[config.mk]
export PLATFORM = sky130hd
export DESIGN_NAME = scene_scheduler
export DESIGN_NICKNAME = d
export VERILOG_FILES = /design/src/rtl/scene_scheduler.sv
export SDC_FILE = /design/constraint.sdc
export NUM_CORES = 1
export LEC_CHECK = 0
export CAP_MARGIN = 5
export CORE_UTILIZATION = 40
export CTS_BUF_LIST = sky130_fd_sc_hd__clkbuf_2
export CTS_CLUSTER_SIZE = 24
export DETAILED_ROUTE_END_ITERATION = 8
export DONT_BUFFER_PORTS = 1
export PLACE_DENSITY = 0.55
export SYNTH_ARGS = -nofsm -noshare
export SYNTH_HDL_FRONTEND = slang
export SYNTH_SLANG_ARGS = --single-unit
[constraint.sdc]
create_clock -name i_clk -period 2.8 [get_ports i_clk]
set_clock_uncertainty 0.2 [all_clocks]
set_input_delay 0.28 -clock i_clk [delete_from_list [all_inputs] [get_ports i_clk]]
set_output_delay 0.28 -clock i_clk [all_outputs]
set_load 0.01 [all_outputs]
[src/rtl/scene_scheduler.sv]
// Scene sequencer: draws rectangle geometry, colour and tone from a Galois LFSR into
// shadow registers on each second pulse, then commits them at the next frame boundary.
// Optional second rectangle is built when SCENE_SECOND_RECT_EN is defined.
module scene_scheduler #(
  parameter int          H_RES     = 640,
  parameter int          V_RES     = 480,
  parameter int          MIN_W     = 16,
  parameter int          MIN_H     = 16,
  parameter logic [15:0] TONE_BASE = 16'd12500,
  parameter logic [15:0] SEED      = 16'hACE1,
  parameter int          MAX_RETRY = 4
) (
  input  logic        i_clk,
  input  logic        i_rst_n,
  input  logic        i_sec,
  input  logic        i_frame_start,
  output logic [9:0]  o_r0_x,
  output logic [8:0]  o_r0_y,
  output logic [9:0]  o_r0_w,
  output logic [8:0]  o_r0_h,
  output logic [5:0]  o_r0_col,
  output logic [9:0]  o_r1_x,
  output logic [8:0]  o_r1_y,
  output logic [9:0]  o_r1_w,
  output logic [8:0]  o_r1_h,
  output logic [5:0]  o_r1_col,
  output logic        o_r1_vld,
  output logic [15:0] o_tone_div,
  output logic        o_tone_en,
  output logic [7:0]  o_scene_cnt,
  output logic        o_busy,
  output logic        o_overrun
);

  localparam logic [15:0] LFSR_INIT  = (SEED == 16'h0000) ? 16'h0001 : SEED;
  localparam int          RW         = (MAX_RETRY > 1) ? $clog2(MAX_RETRY) : 1;
  localparam logic [RW-1:0] RETRY_LAST = RW'(MAX_RETRY - 1);

  typedef enum logic [3:0] {
    S_IDLE, S_GEN_W, S_GEN_H, S_GEN_X, S_GEN_Y, S_GEN_COL, S_GEN_TONE, S_WAIT_FB, S_COMMIT
  } state_t;

  state_t        r_state;
  logic [15:0]   r_lfsr;
  logic [RW-1:0] r_retry;
  logic          r_pend;
  logic          r_busy;
  logic          r_overrun;

  logic [9:0]    r_cur_w;
  logic [8:0]    r_cur_h;
  logic [9:0]    r_cur_x;
  logic [8:0]    r_cur_y;

  logic [9:0]    r_sh0_x;
  logic [8:0]    r_sh0_y;
  logic [9:0]    r_sh0_w;
  logic [8:0]    r_sh0_h;
  logic [5:0]    r_sh0_col;
  logic [15:0]   r_sh_tone;

  logic [9:0]    r_r0_x;
  logic [8:0]    r_r0_y;
  logic [9:0]    r_r0_w;
  logic [8:0]    r_r0_h;
  logic [5:0]    r_r0_col;
  logic [15:0]   r_tone_div;
  logic          r_tone_en;
  logic [7:0]    r_scene_cnt;

`ifdef SCENE_SECOND_RECT_EN
  logic          r_idx;
  logic [9:0]    r_sh1_x;
  logic [8:0]    r_sh1_y;
  logic [9:0]    r_sh1_w;
  logic [8:0]    r_sh1_h;
  logic [5:0]    r_sh1_col;
  logic [9:0]    r_r1_x;
  logic [8:0]    r_r1_y;
  logic [9:0]    r_r1_w;
  logic [8:0]    r_r1_h;
  logic [5:0]    r_r1_col;
  logic          r_r1_vld;
`endif

  logic [15:0] w_lfsr_next;
  logic [9:0]  w_draw;
  logic [9:0]  w_w_cand;
  logic [8:0]  w_h_cand;
  logic        w_x_ok;
  logic        w_y_ok;
  logic [5:0]  w_col;
  logic [15:0] w_tone;
  logic        w_gen;

  assign w_lfsr_next = {1'b0, r_lfsr[15:1]} ^ (r_lfsr[0] ? 16'hB400 : 16'h0000);
  assign w_draw      = r_lfsr[9:0];
  assign w_w_cand    = 10'(MIN_W) + {2'b00, w_draw[7:0]};
  assign w_h_cand    = 9'(MIN_H) + {1'b0, w_draw[7:0]};
  // Rejection sampling keeps every rectangle fully inside the visible area.
  assign w_x_ok      = (w_draw <= (10'(H_RES) - r_cur_w));
  assign w_y_ok      = (w_draw[8:0] <= (9'(V_RES) - r_cur_h));
  assign w_col       = (w_draw[5:0] == 6'h00) ? 6'h3F : w_draw[5:0];
  assign w_tone      = TONE_BASE + {3'b000, w_draw, 3'b000};
  assign w_gen       = r_state inside {S_GEN_W, S_GEN_H, S_GEN_X, S_GEN_Y, S_GEN_COL, S_GEN_TONE};

  always_ff @(posedge i_clk or negedge i_rst_n) begin
    if (!i_rst_n) begin
      r_state     <= S_IDLE;
      r_lfsr      <= LFSR_INIT;
      r_retry     <= '0;
      r_pend      <= 1'b0;
      r_busy      <= 1'b0;
      r_overrun   <= 1'b0;
      r_cur_w     <= '0;
      r_cur_h     <= '0;
      r_cur_x     <= '0;
      r_cur_y     <= '0;
      r_sh0_x     <= '0;
      r_sh0_y     <= '0;
      r_sh0_w     <= '0;
      r_sh0_h     <= '0;
      r_sh0_col   <= '0;
      r_sh_tone   <= '0;
      r_r0_x      <= '0;
      r_r0_y      <= '0;
      r_r0_w      <= '0;
      r_r0_h      <= '0;
      r_r0_col    <= '0;
      r_tone_div  <= '0;
      r_tone_en   <= 1'b0;
      r_scene_cnt <= '0;
`ifdef SCENE_SECOND_RECT_EN
      r_idx       <= 1'b0;
      r_sh1_x     <= '0;
      r_sh1_y     <= '0;
      r_sh1_w     <= '0;
      r_sh1_h     <= '0;
      r_sh1_col   <= '0;
      r_r1_x      <= '0;
      r_r1_y      <= '0;
      r_r1_w      <= '0;
      r_r1_h      <= '0;
      r_r1_col    <= '0;
      r_r1_vld    <= 1'b0;
`endif
    end else begin
      if (w_gen) begin
        r_lfsr <= w_lfsr_next;
      end

      // One second pulse may be queued while busy; a further one is dropped and flagged.
      if (i_sec && (r_state != S_IDLE) && (r_state != S_COMMIT)) begin
        if (r_pend) begin
          r_overrun <= 1'b1;
        end else begin
          r_pend <= 1'b1;
        end
      end

      case (r_state)
        S_IDLE: begin
          if (i_sec || r_pend) begin
            r_state <= S_GEN_W;
            r_busy  <= 1'b1;
            r_pend  <= 1'b0;
`ifdef SCENE_SECOND_RECT_EN
            r_idx   <= 1'b0;
`endif
          end
        end
        S_GEN_W: begin
          r_cur_w <= w_w_cand;
          r_state <= S_GEN_H;
        end
        S_GEN_H: begin
          r_cur_h <= w_h_cand;
          r_retry <= '0;
          r_state <= S_GEN_X;
        end
        S_GEN_X: begin
          if (w_x_ok || (r_retry == RETRY_LAST)) begin
            r_cur_x <= w_x_ok ? w_draw : 10'd0;
            r_retry <= '0;
            r_state <= S_GEN_Y;
          end else begin
            r_retry <= r_retry + 1'b1;
          end
        end
        S_GEN_Y: begin
          if (w_y_ok || (r_retry == RETRY_LAST)) begin
            r_cur_y <= w_y_ok ? w_draw[8:0] : 9'd0;
            r_retry <= '0;
            r_state <= S_GEN_COL;
          end else begin
            r_retry <= r_retry + 1'b1;
          end
        end
        S_GEN_COL: begin
`ifdef SCENE_SECOND_RECT_EN
          if (r_idx) begin
            r_sh1_x   <= r_cur_x;
            r_sh1_y   <= r_cur_y;
            r_sh1_w   <= r_cur_w;
            r_sh1_h   <= r_cur_h;
            r_sh1_col <= w_col;
            r_state   <= S_GEN_TONE;
          end else begin
            r_sh0_x   <= r_cur_x;
            r_sh0_y   <= r_cur_y;
            r_sh0_w   <= r_cur_w;
            r_sh0_h   <= r_cur_h;
            r_sh0_col <= w_col;
            r_idx     <= 1'b1;
            r_state   <= S_GEN_W;
          end
`else
          r_sh0_x   <= r_cur_x;
          r_sh0_y   <= r_cur_y;
          r_sh0_w   <= r_cur_w;
          r_sh0_h   <= r_cur_h;
          r_sh0_col <= w_col;
          r_state   <= S_GEN_TONE;
`endif
        end
        S_GEN_TONE: begin
          r_sh_tone <= w_tone;
          r_state   <= S_WAIT_FB;
        end
        S_WAIT_FB: begin
          // Outputs change only at a frame boundary so the picture never tears.
          if (i_frame_start) begin
            r_r0_x      <= r_sh0_x;
            r_r0_y      <= r_sh0_y;
            r_r0_w      <= r_sh0_w;
            r_r0_h      <= r_sh0_h;
            r_r0_col    <= r_sh0_col;
            r_tone_div  <= r_sh_tone;
            r_tone_en   <= 1'b1;
            r_scene_cnt <= r_scene_cnt + 8'd1;
`ifdef SCENE_SECOND_RECT_EN
            r_r1_x      <= r_sh1_x;
            r_r1_y      <= r_sh1_y;
            r_r1_w      <= r_sh1_w;
            r_r1_h      <= r_sh1_h;
            r_r1_col    <= r_sh1_col;
            r_r1_vld    <= 1'b1;
`endif
            r_state     <= S_COMMIT;
          end
        end
        S_COMMIT: begin
          // A queued pulse and a fresh one together: start one scene, keep the other queued.
          if (r_pend || i_sec) begin
            r_state <= S_GEN_W;
            r_pend  <= r_pend & i_sec;
`ifdef SCENE_SECOND_RECT_EN
            r_idx   <= 1'b0;
`endif
          end else begin
            r_state <= S_IDLE;
            r_busy  <= 1'b0;
          end
        end
        default: begin
          r_state <= S_IDLE;
          r_busy  <= 1'b0;
        end
      endcase
    end
  end

  assign o_r0_x      = r_r0_x;
  assign o_r0_y      = r_r0_y;
  assign o_r0_w      = r_r0_w;
  assign o_r0_h      = r_r0_h;
  assign o_r0_col    = r_r0_col;
  assign o_tone_div  = r_tone_div;
  assign o_tone_en   = r_tone_en;
  assign o_scene_cnt = r_scene_cnt;
  assign o_busy      = r_busy;
  assign o_overrun   = r_overrun;

`ifdef SCENE_SECOND_RECT_EN
  assign o_r1_x   = r_r1_x;
  assign o_r1_y   = r_r1_y;
  assign o_r1_w   = r_r1_w;
  assign o_r1_h   = r_r1_h;
  assign o_r1_col = r_r1_col;
  assign o_r1_vld = r_r1_vld;
`else
  assign o_r1_x   = '0;
  assign o_r1_y   = '0;
  assign o_r1_w   = '0;
  assign o_r1_h   = '0;
  assign o_r1_col = '0;
  assign o_r1_vld = 1'b0;
`endif

endmodule

==> metrics.csv, run 1 <==
metric,value,unit
status,finished with violations,
failing checks,"hold timing, setup timing",
Yosys cell types,51,
top-count cell post-synth,nand2_1,
#FFs+latches synth,183,
placed cells,1055,
Detail Route Antenna Nets,0,
floorplan row count,52,
maxcap violations,0,
CTS tree,done,
total design power,11.7,mW
critical path arrival,3.58,ns
Initial Utilization,40.9,%
post-route setup slack,-0.316,ns
fin crit share,111,%
register area share after synthesis,55.3,%
DIE WIDTH,146,µm
CTS Root Cell,clkbuf_2,
Syn-to-layout area delta,9.24,%
drt total wl,17.1,mm
worst hold path type,input pin to async pin,
Peak VDD IR,0.522,mV
Core Area,20300,µm²
Slew @ Worst Pin,0.713,ns
reg-to-reg endpoint,r_state[0],
sw frac,41.2,%
fill count,1968,
GR Util All Layers,17.1,%
global route total overflow,0,
FF-to-FF setup slack,-0.32,ns
CTS max path bufs,2,
CTS sink count,183,
H-Tree Depth,4,
clock power share,10.5,%
die area,21300,µm²
Post-synth top flop,dfrtp_1,
data required time of the critical path,3.26,ns
final hold vios,183,
Worst-path clk slew,0.28,ns
Yosys warning count,0,
setup violators final,24,
"FFs w/ async S/R, synth",100,%
R2R Path Start,r_cur_w[3],
crit path max fanout,5,
Detail Placement HPWL,11.3,mm
PortBufs,0,
FF-to-FF path depth,11,
vias in the first global route,5557,
fin nets,846,
Internal,6.86,mW
minimum hold slack,-1.03,ns
ratio of cells with drive above 1 in the final layout,20.8,%
Pwr per Cell Area,1290,nW/µm²
Flop pwr share,42.5,%
Synth Cell Area,8300,µm²
global-route wire length before repair,28.9,mm
DR vias,5376,
largest cells by area after synthesis,"dfrtp_1 53%, nand2_1 9.9%, mux2_2 6.9%",
"Cell Chain, Critical Path",nor3_2 -> nand3_2 -> nor3_4 -> xnor2_1 -> ha_1 -> nand4_1 -> a211oi_2 -> a2111oi_4 -> nor3_4 -> a221oi_2 -> mux2_1,
Crit. End Element,flip-flop,
f_max,321,MHz
later-pin clock latency in the skew report,0.76,ns
DRT iter0 DRCs,248,
DRC,0,
initial antenna violation count,1,
Post-synth EDFFs,0,
final slew viol count,0,
Placer Congestion,0.846,
cell taking the most area after synthesis,dfrtp_1,
post-route insts no fill,1099,
leakage,4.38,nW
crit start category,flip-flop,
Die Y,146,µm
cts bufs inserted,17,
first drt pass iteration count,4,
largest net degree at the start of global routing,184,
routed vias/inst,4.89,
CP Class,flip-flop to flip-flop,
Routed WL per cell,15.5,µm
# hold bufs at CTS,4,
Synth top cells by count,"220 x nand2_1, 175 x dfrtp_1, 51 x mux2_2",
Logic pwr share,47.0,%
Tmin final,3.12,ns
Ports,120,
cell mode on critical path,nor3_4,
unrepaired setup endpoints after global routing,true,
CP max stage delay,0.45,ns
area share of the largest cell type after synthesis,52.8,%
relative slew slack,52.2,%
Psw,4.81,mW
slowest CP cell,dfrtp_1,
Syn Area/Cell,10.6,µm²
Cells after Synth,783,
-- layout make-up --
cell class | instances | area [µm²] | area share, %
Clock buffer | 19 | 95.1 | 1.05
Antenna cell | 1 | 2.50 | 0.0276
Clock inverter | 13 | 105 | 1.16
Sequential cell | 183 | 4590 | 50.6
Timing Repair Buffer | 51 | 405 | 4.47
Inverter | 17 | 63.8 | 0.704
Tap cell | 270 | 338 | 3.73
Multi-Input combinational cell | 545 | 3470 | 38.3
-- flip-flops by register name (all words and copies together) (netlist names), 10 cells and up --
register / flops
o_r0_x: 10
o_tone_div: 13
r_cur_x: 10
r_lfsr: 16
r_sh0_x: 10
r_sh_tone: 13
-- worst max-delay path by stage --
| stage | start | end | slack [ns] | cells after the start |
|---|---|---|---|---|
| 2_1_floorplan | r_cur_w[4] | r_state[0] | -0.05 | 11 |
| 3_3_place_gp | r_cur_w[4] | r_cur_x[0] | -0.19 | 11 |
| 3_5_place_dp | r_cur_w[4] | r_cur_x[8] | -0.28 | 11 |
| 4_1_cts | r_cur_w[4] | r_state[0] | -0.22 | 11 |
| 5_1_grt | r_cur_w[3] | r_state[0] | -0.50 | 11 |
| 6_report | r_cur_w[3] | r_state[0] | -0.32 | 11 |
-- cell families (layout without fill, tap and decap cells) --
| group | Yosys count | after routing | synth area share (%) |
|---|---|---|---|
| and+or+nand+nor | 290 | 292 | 14.7 |
| adders and majority gates | 28 | 28 | 4.19 |
| buffers and inverters | 105 | 100 | 7.32 |
| AOI/OAI and AO/OA | 90 | 90 | 7.78 |
| xor gates and xnor gates | 32 | 32 | 3.38 |
| muxes | 54 | 54 | 7.29 |
| other | 1 | 50 | 0.0452 |
| DFF | 183 | 183 | 55.3 |
-- power by group through the flow --
stage          Combinational [mW]  Sequential, mW  Clock (mW)
2_1_floorplan                3.71            4.67           0
3_3_place_gp                 4.73            5.00           0
3_5_place_dp                 4.90            5.02           0
4_1_cts                      5.21            4.96        1.29
5_1_grt                      6.14            5.13        1.39
6_report                     5.49            4.95        1.23
-- per-stage QoR --
stage | utilization, % | setup WS, ns | area, µm² | setup TNS, ns | hold WS [ns]
final | 44.7 | -0.316 | 9070 | -3.90 | -1.03
after global routing | 44.7 | -0.496 | 9070 | -7.57 | -1.13
after CTS | 44.2 | -0.222 | 8980 | -2.40 | -1.14
after detailed placement | 42.6 | -0.278 | 8640 | -4.15 | -0.209
after global placement | 42.6 | -0.191 | 8640 | -2.39 | -0.210
after floorplan | - | -0.0474 | 8500 | -0.0474 | -0.216
-- cells in the final DEF, fill, tap and decap left out, types with 3 or more instances in the layout --
master | netlist | routed
a21o_1 | 5 | 5
a21oi_1 | 14 | 10
a21oi_2 | 0 | 4
a22o_1 | 20 | 20
buf_4 | 49 | 46
clkbuf_2 | 1 | 19
clkinv_1 | 0 | 3
clkinv_2 | 0 | 3
clkinvlp_4 | 0 | 3
conb_1 | 1 | 49
dfrtp_1 | 175 | 175
dfstp_2 | 8 | 8
dlygate4sd3_1 | 0 | 4
ha_1 | 27 | 26
inv_1 | 16 | 14
inv_2 | 1 | 3
inv_6 | 0 | 3
mux2_2 | 51 | 51
nand2_1 | 220 | 219
nand2b_1 | 5 | 4
nand2b_4 | 1 | 4
nand3_1 | 11 | 7
nand3_2 | 0 | 4
nand4_1 | 9 | 9
nor2_1 | 19 | 18
nor3_1 | 10 | 5
nor3_4 | 0 | 4
o21ai_0 | 27 | 25
o21ai_1 | 3 | 3
o22a_1 | 6 | 6
or3_1 | 4 | 4
xnor2_1 | 22 | 21
xor2_1 | 10 | 10
-- routing by layer --
metal | routed length (µm) | track usage, %
met2 | 7980 | 27.2
met4 | 294 | 5.57
met5 | 0 | 0
met1 | 8110 | 23.1
met3 | 673 | 3.94
-- timing repair --
action,in CTS,in global routing
resized for setup,19,9
buffers inserted,2,4
setup endpoints to repair,24,24
cloned,1,1
pin swaps,15,9
endpoints found under the hold margin,255,183
-- critical path: cells and delay by family, from the launching register on --
family / cells / cell delay (ns)
AO/OA/AOI/OAI: 3 / 0.71
XOR/XNOR: 1 / 0.11
adder cells (fa/ha/maj): 1 / 0.33
flip-flops: 1 / 0.45
multiplexers: 1 / 0.34
AND/OR/NAND/NOR: 5 / 0.89
Power figures use the tool's default switching activity.
==> inputs of run 2 (changes only) <==
==> constraint.sdc (replaced) <==
create_clock -name i_clk -period 2.8 [get_ports i_clk]
set_clock_uncertainty 0.2 [all_clocks]
set_input_delay 0.42 -clock i_clk [delete_from_list [all_inputs] [get_ports i_clk]]
set_output_delay 0.42 -clock i_clk [all_outputs]
set_load 0.01 [all_outputs]
==> run 2 against run 1 <==
  * The flow still finishes with violations (hold timing, setup timing)
  * First-iteration DRC count decreased by 1.2%
  * Core utilization shrank 0.099 points
  * Register-to-register slack barely moved
  * Clock power about the same
  * Total power hardly changed
  * Global-route usage about the same
  * Cell count fell by 0.18%
  * Critical path depth stayed put
  * Critical endpoint unchanged
==> metrics.csv, run 2 (synthesis results as in run 1) <==
metric,value,unit
fin crit share,111,%
vias in the first global route,5541,
reg-to-reg endpoint,r_state[0],
Internal,6.86,mW
slowest CP cell,dfrtp_1,
first drt pass iteration count,4,
DR vias,5348,
later-pin clock latency in the skew report,0.76,ns
"Cell Chain, Critical Path",nor3_2 -> nand3_2 -> nor3_4 -> xnor2_1 -> ha_1 -> nand4_1 -> a211oi_2 -> a2111oi_4 -> nor3_4 -> a221oi_2 -> mux2_1,
status,finished with violations,
worst hold path type,input pin to async pin,
placed cells,1055,
final slew viol count,0,
max reg flops,16,
Crit. End Element,flip-flop,
CTS Root Cell,clkbuf_2,
Syn-to-layout area delta,9.00,%
CP Buf/Inv Count,0,
maxcap violations,0,
CTS sink count,183,
fin nets,844,
post-route setup slack,-0.311,ns
Peak VDD IR,0.526,mV
routed vias/inst,4.88,
unrepaired setup endpoints after global routing,true,
CP Class,flip-flop to flip-flop,
"commonest non-fill, non-tap cells in the layout","219 x nand2_1, 175 x dfrtp_1, 51 x mux2_2, 49 x conb_1, 46 x buf_4",
Worst-path clk slew,0.28,ns
DRC,0,
post-route insts no fill,1097,
Tmin final,3.11,ns
initial antenna violation count,1,
Pwr per Cell Area,1290,nW/µm²
Core Area,20300,µm²
final hold vios,183,
ratio of cells with drive above 1 in the final layout,20.8,%
Psw,4.82,mW
global route total overflow,0,
floorplan row count,52,
PortBufs,0,
global-route wire length before repair,28.8,mm
DIE WIDTH,146,µm
Placer Congestion,0.846,
FF-to-FF setup slack,-0.31,ns
pre-CTS WS,-0.278,ns
crit path max fanout,5,
minimum hold slack,-0.895,ns
GR Util All Layers,17.1,%
Initial Utilization,40.9,%
# hold bufs at CTS,2,
clock power share,10.5,%
"most common cell after layout, fill and taps aside",nand2_1,
family with the most delay on the worst path,simple AND/OR/NAND/NOR gates,
H-Tree Depth,4,
fill count,1970,
R2R Path Start,r_cur_w[4],
sw frac,41.3,%
Die Y,146,µm
CTS max path bufs,2,
Ports,120,
cell mode on critical path,nor3_4,
f_max,321,MHz
drt total wl,17.1,mm
DRT iter0 DRCs,245,
"Design Area, Final",9050,µm²
critical path arrival,3.58,ns
CTS tree,done,
Detail Placement HPWL,11.3,mm
Slew @ Worst Pin,0.713,ns
data required time of the critical path,3.27,ns
Detail Route Antenna Nets,0,
largest net degree at the start of global routing,184,
FF-to-FF path depth,11,
setup violators final,24,
Flop pwr share,42.4,%
final core utilization,44.6,%
crit start category,flip-flop,
Routed WL per cell,15.6,µm
leakage,4.37,nW
relative slew slack,52.2,%
Logic pwr share,47.0,%
die area,21300,µm²
Area after DPL,8640,µm²
cts bufs inserted,17,
CP max stage delay,0.45,ns
failing checks,"hold timing, setup timing",
Top reg by flops,r_lfsr,
-- run 2: cell types whose count changed in the layout (fill, tap and decap cells not counted) --
| cell | change |
|---|---|
| dlygate4sd3_1 | -2 |
-- run 2: metrics by stage --
stage / total power, mW / hold WS, ns / TNS (ns)
after floorplan: 8.38 / -0.0756 / -0.0474
after global placement: 9.73 / -0.0703 / -2.39
after detailed placement: 9.92 / -0.0686 / -4.15
after CTS: 11.5 / -0.996 / -2.40
after global routing: 12.7 / -0.993 / -7.57
final: 11.7 / -0.895 / -3.94
-- run 2: layer usage --
layer	global-route usage (%)	routed length (µm)	up-vias
li1	-	-	2574
met1	23.0	8200	2657
met2	27.1	8000	95
met3	3.97	644	22
met4	5.57	294	0
met5	0	0	-
-- run 2: how the worst max path moves through the flow --
stage / depth (start not counted) / from / end
5_1_grt: 11 / r_cur_w[3] / r_state[0]
2_1_floorplan: 11 / r_cur_w[4] / r_state[0]
4_1_cts: 11 / r_cur_w[4] / r_state[0]
6_report: 11 / r_cur_w[4] / r_state[0]
3_3_place_gp: 11 / r_cur_w[4] / r_cur_x[0]
3_5_place_dp: 11 / r_cur_w[4] / r_cur_x[8]
-- run 2: layout make-up --
class | count | area, µm² | area share (%)
Multi-Input combinational cell | 545 | 3470 | 38.3
Inverter | 17 | 63.8 | 0.705
Timing Repair Buffer | 49 | 385 | 4.26
Clock buffer | 19 | 95.1 | 1.05
Tap cell | 270 | 338 | 3.73
Antenna cell | 1 | 2.50 | 0.0277
Sequential cell | 183 | 4590 | 50.7
Clock inverter | 13 | 105 | 1.16
-- run 2: power by group through the flow --
stage                     registers, mW  logic (mW)  clock network, mW
after floorplan                    4.67        3.71                  0
after global placement             5.00        4.73                  0
after detailed placement           5.02        4.90                  0
after CTS                          4.96        5.21               1.29
after global routing               5.13        6.13               1.39
final                              4.95        5.49               1.23
-- run 2: what timing repair did --
| item | CTS | global route |
|---|---|---|
| resized for setup | 19 | 9 |
| buffers inserted | 2 | 4 |
| endpoints found under the setup margin | 24 | 24 |
| gates cloned | 1 | 1 |
| pin swaps | 15 | 9 |
| hold endpoints to repair | 210 | 183 |
==> inputs of run 3 (changes only) <==
--- a/config.mk
+++ b/config.mk
@@ -7,7 +7,7 @@
 export LEC_CHECK = 0
 export CAP_MARGIN = 5
 export CORE_UTILIZATION = 40
-export CTS_BUF_LIST = sky130_fd_sc_hd__clkbuf_2
+export CTS_BUF_LIST = sky130_fd_sc_hd__clkbuf_4
 export CTS_CLUSTER_SIZE = 24
 export DETAILED_ROUTE_END_ITERATION = 8
 export DONT_BUFFER_PORTS = 1
==> run 3 against run 2 <==
  * The flow still finishes with violations (hold timing, setup timing)
  * Register-to-register slack improved by 0.02 ns
  * Global-route usage about the same
  * First-iteration DRC count rose by 4.9%
  * Cell count down 0.27%
  * Fmax rose by 0.60%
  * Hold slack better by 0.22 ns
  * Wire length decreased by 0.33%
  * Die area is the same
  * Sequential power hardly changed
  * Core utilization increased by 0.17 points
  * Count of clock-buffer cells in the layout unchanged
  * Largest cell class unchanged
  * Highest routed layer unchanged
==> metrics.csv, run 3 (synthesis results as in run 1) <==
metric,value,unit
status,finished with violations,
failing checks,"hold timing, setup timing",
Area after DPL,8640,µm²
minimum hold slack,-0.672,ns
post-route insts no fill,1094,
crit path max fanout,4,
maxcap violations,0,
critical path arrival,3.36,ns
Worst-path clk slew,0.16,ns
Pwr per Cell Area,1290,nW/µm²
die area,21300,µm²
worst hold path type,input pin to async pin,
later-pin clock latency in the skew report,0.58,ns
DIE WIDTH,146,µm
relative slew slack,58.4,%
CTS max path bufs,2,
Die Y,146,µm
fin nets,841,
H-Tree Depth,4,
floorplan row count,52,
PortBufs,0,
Ports,120,
slowest CP cell,dfrtp_1,
cts bufs inserted,17,
data required time of the critical path,3.07,ns
Peak VDD IR,0.499,mV
max reg flops,16,
Initial Utilization,40.9,%
largest net degree at the start of global routing,184,
CTS Root Cell,clkbuf_4,
GR Util All Layers,17.0,%
"most common cell after layout, fill and taps aside",nand2_1,
CTS tree,done,
crit start category,flip-flop,
final hold vios,183,
initial antenna violation count,1,
global-route wire length before repair,28.8,mm
Detail Placement HPWL,11.3,mm
DR vias,5348,
routed vias/inst,4.89,
DRT iter0 DRCs,257,
CP Class,flip-flop to flip-flop,
Top reg by flops,r_lfsr,
ratio of cells with drive above 1 in the final layout,20.5,%
leakage,4.36,nW
Core Area,20300,µm²
placed cells,1055,
first drt pass iteration count,4,
Syn-to-layout area delta,9.42,%
CTS sink count,183,
"commonest non-fill, non-tap cells in the layout","219 x nand2_1, 175 x dfrtp_1, 51 x mux2_2, 49 x conb_1, 43 x buf_4",
Routed WL per cell,15.6,µm
vias in the first global route,5546,
post-route setup slack,-0.293,ns
DRC,0,
# hold bufs at CTS,2,
global route total overflow,0,
fin crit share,110,%
f_max,323,MHz
Tmin final,3.09,ns
drt total wl,17.1,mm
unrepaired setup endpoints after global routing,true,
Placer Congestion,0.846,
"Cell Chain, Critical Path",inv_1 -> ha_2 -> nand3b_1 -> o21ai_1 -> xnor2_1 -> ha_1 -> nand4_1 -> a211oi_2 -> a2111oi_4 -> nor3_4 -> a221oi_2 -> mux2_1,
setup violators final,24,
"Design Area, Final",9080,µm²
final slew viol count,0,
Slew @ Worst Pin,0.624,ns
CP max stage delay,0.43,ns
pre-CTS WS,-0.278,ns
Crit. End Element,flip-flop,
total design power,11.7,mW
Detail Route Antenna Nets,0,
[run 3: cell type report]
type | instances | area [µm²]
Timing Repair Buffer | 47 | 388
Multi-Input combinational cell | 544 | 3450
Clock inverter | 13 | 105
Sequential cell | 183 | 4590
Antenna cell | 1 | 2.50
Inverter | 17 | 63.8
Clock buffer | 19 | 143
Fill cell | 1964 | 11200
Tap cell | 270 | 338
[run 3: power by group]
group,internal [mW],total (mW),switching [mW]
logic,2.62,5.39,2.77
clock network,0.455,1.36,0.906
registers,3.84,4.96,1.12
[run 3: repair_timing]
action                                  CTS  global route
endpoints found under the setup margin   24            24
buffers inserted                          1             2
resized for setup                        19             9
cloned                                    1             1
pin swaps                                15             6
hold endpoints to repair                193           183
[run 3: worst paths after layout]
kind	from	to	slack, ns	depth (start not counted)
max	r_cur_w[0]	r_state[0]	-0.29	12
min	i_rst_n	r_cur_w[8]	-0.67	0
max reg2reg	r_cur_w[0]	r_state[0]	-0.29	12
min reg2reg	r_sh0_h[1]	o_r0_h[1]	0.28	2
max in group asynchronous	i_rst_n	r_lfsr[6]	2.83	0
min in group i_clk	i_frame_start	r_state[1]	0.09	5
[run 3: worst max-delay path, delay by kind of cell (launching register included)]
family,cells,cell delay (ns)
xor gates and xnor gates,1,0.14
adders and majority gates,2,0.48
and+or+nand+nor,3,0.39
AOI/OAI and AO/OA,4,0.89
buffers and inverters,1,0.14
DFF,1,0.43
muxes,1,0.34
[run 3: layer usage]
metal,track usage [%],vias to the layer above,wire length [µm]
met5,0,-,0
met4,5.57,0,260
met3,3.91,25,692
met2,27.0,110,8070
met1,23.1,2641,8060
li1,-,2572,-
[run 3: per-stage QoR]
| stage | hold slack [ns] | TNS (ns) | utilization (%) |
|---|---|---|---|
| after floorplan | -0.0756 | -0.0474 | - |
| after CTS | -0.744 | -2.34 | 44.3 |
| after global routing | -0.733 | -6.21 | 44.7 |
| after global placement | -0.0703 | -2.39 | 42.6 |
| after detailed placement | -0.0686 | -4.15 | 42.6 |
| final | -0.672 | -2.98 | 44.7 |
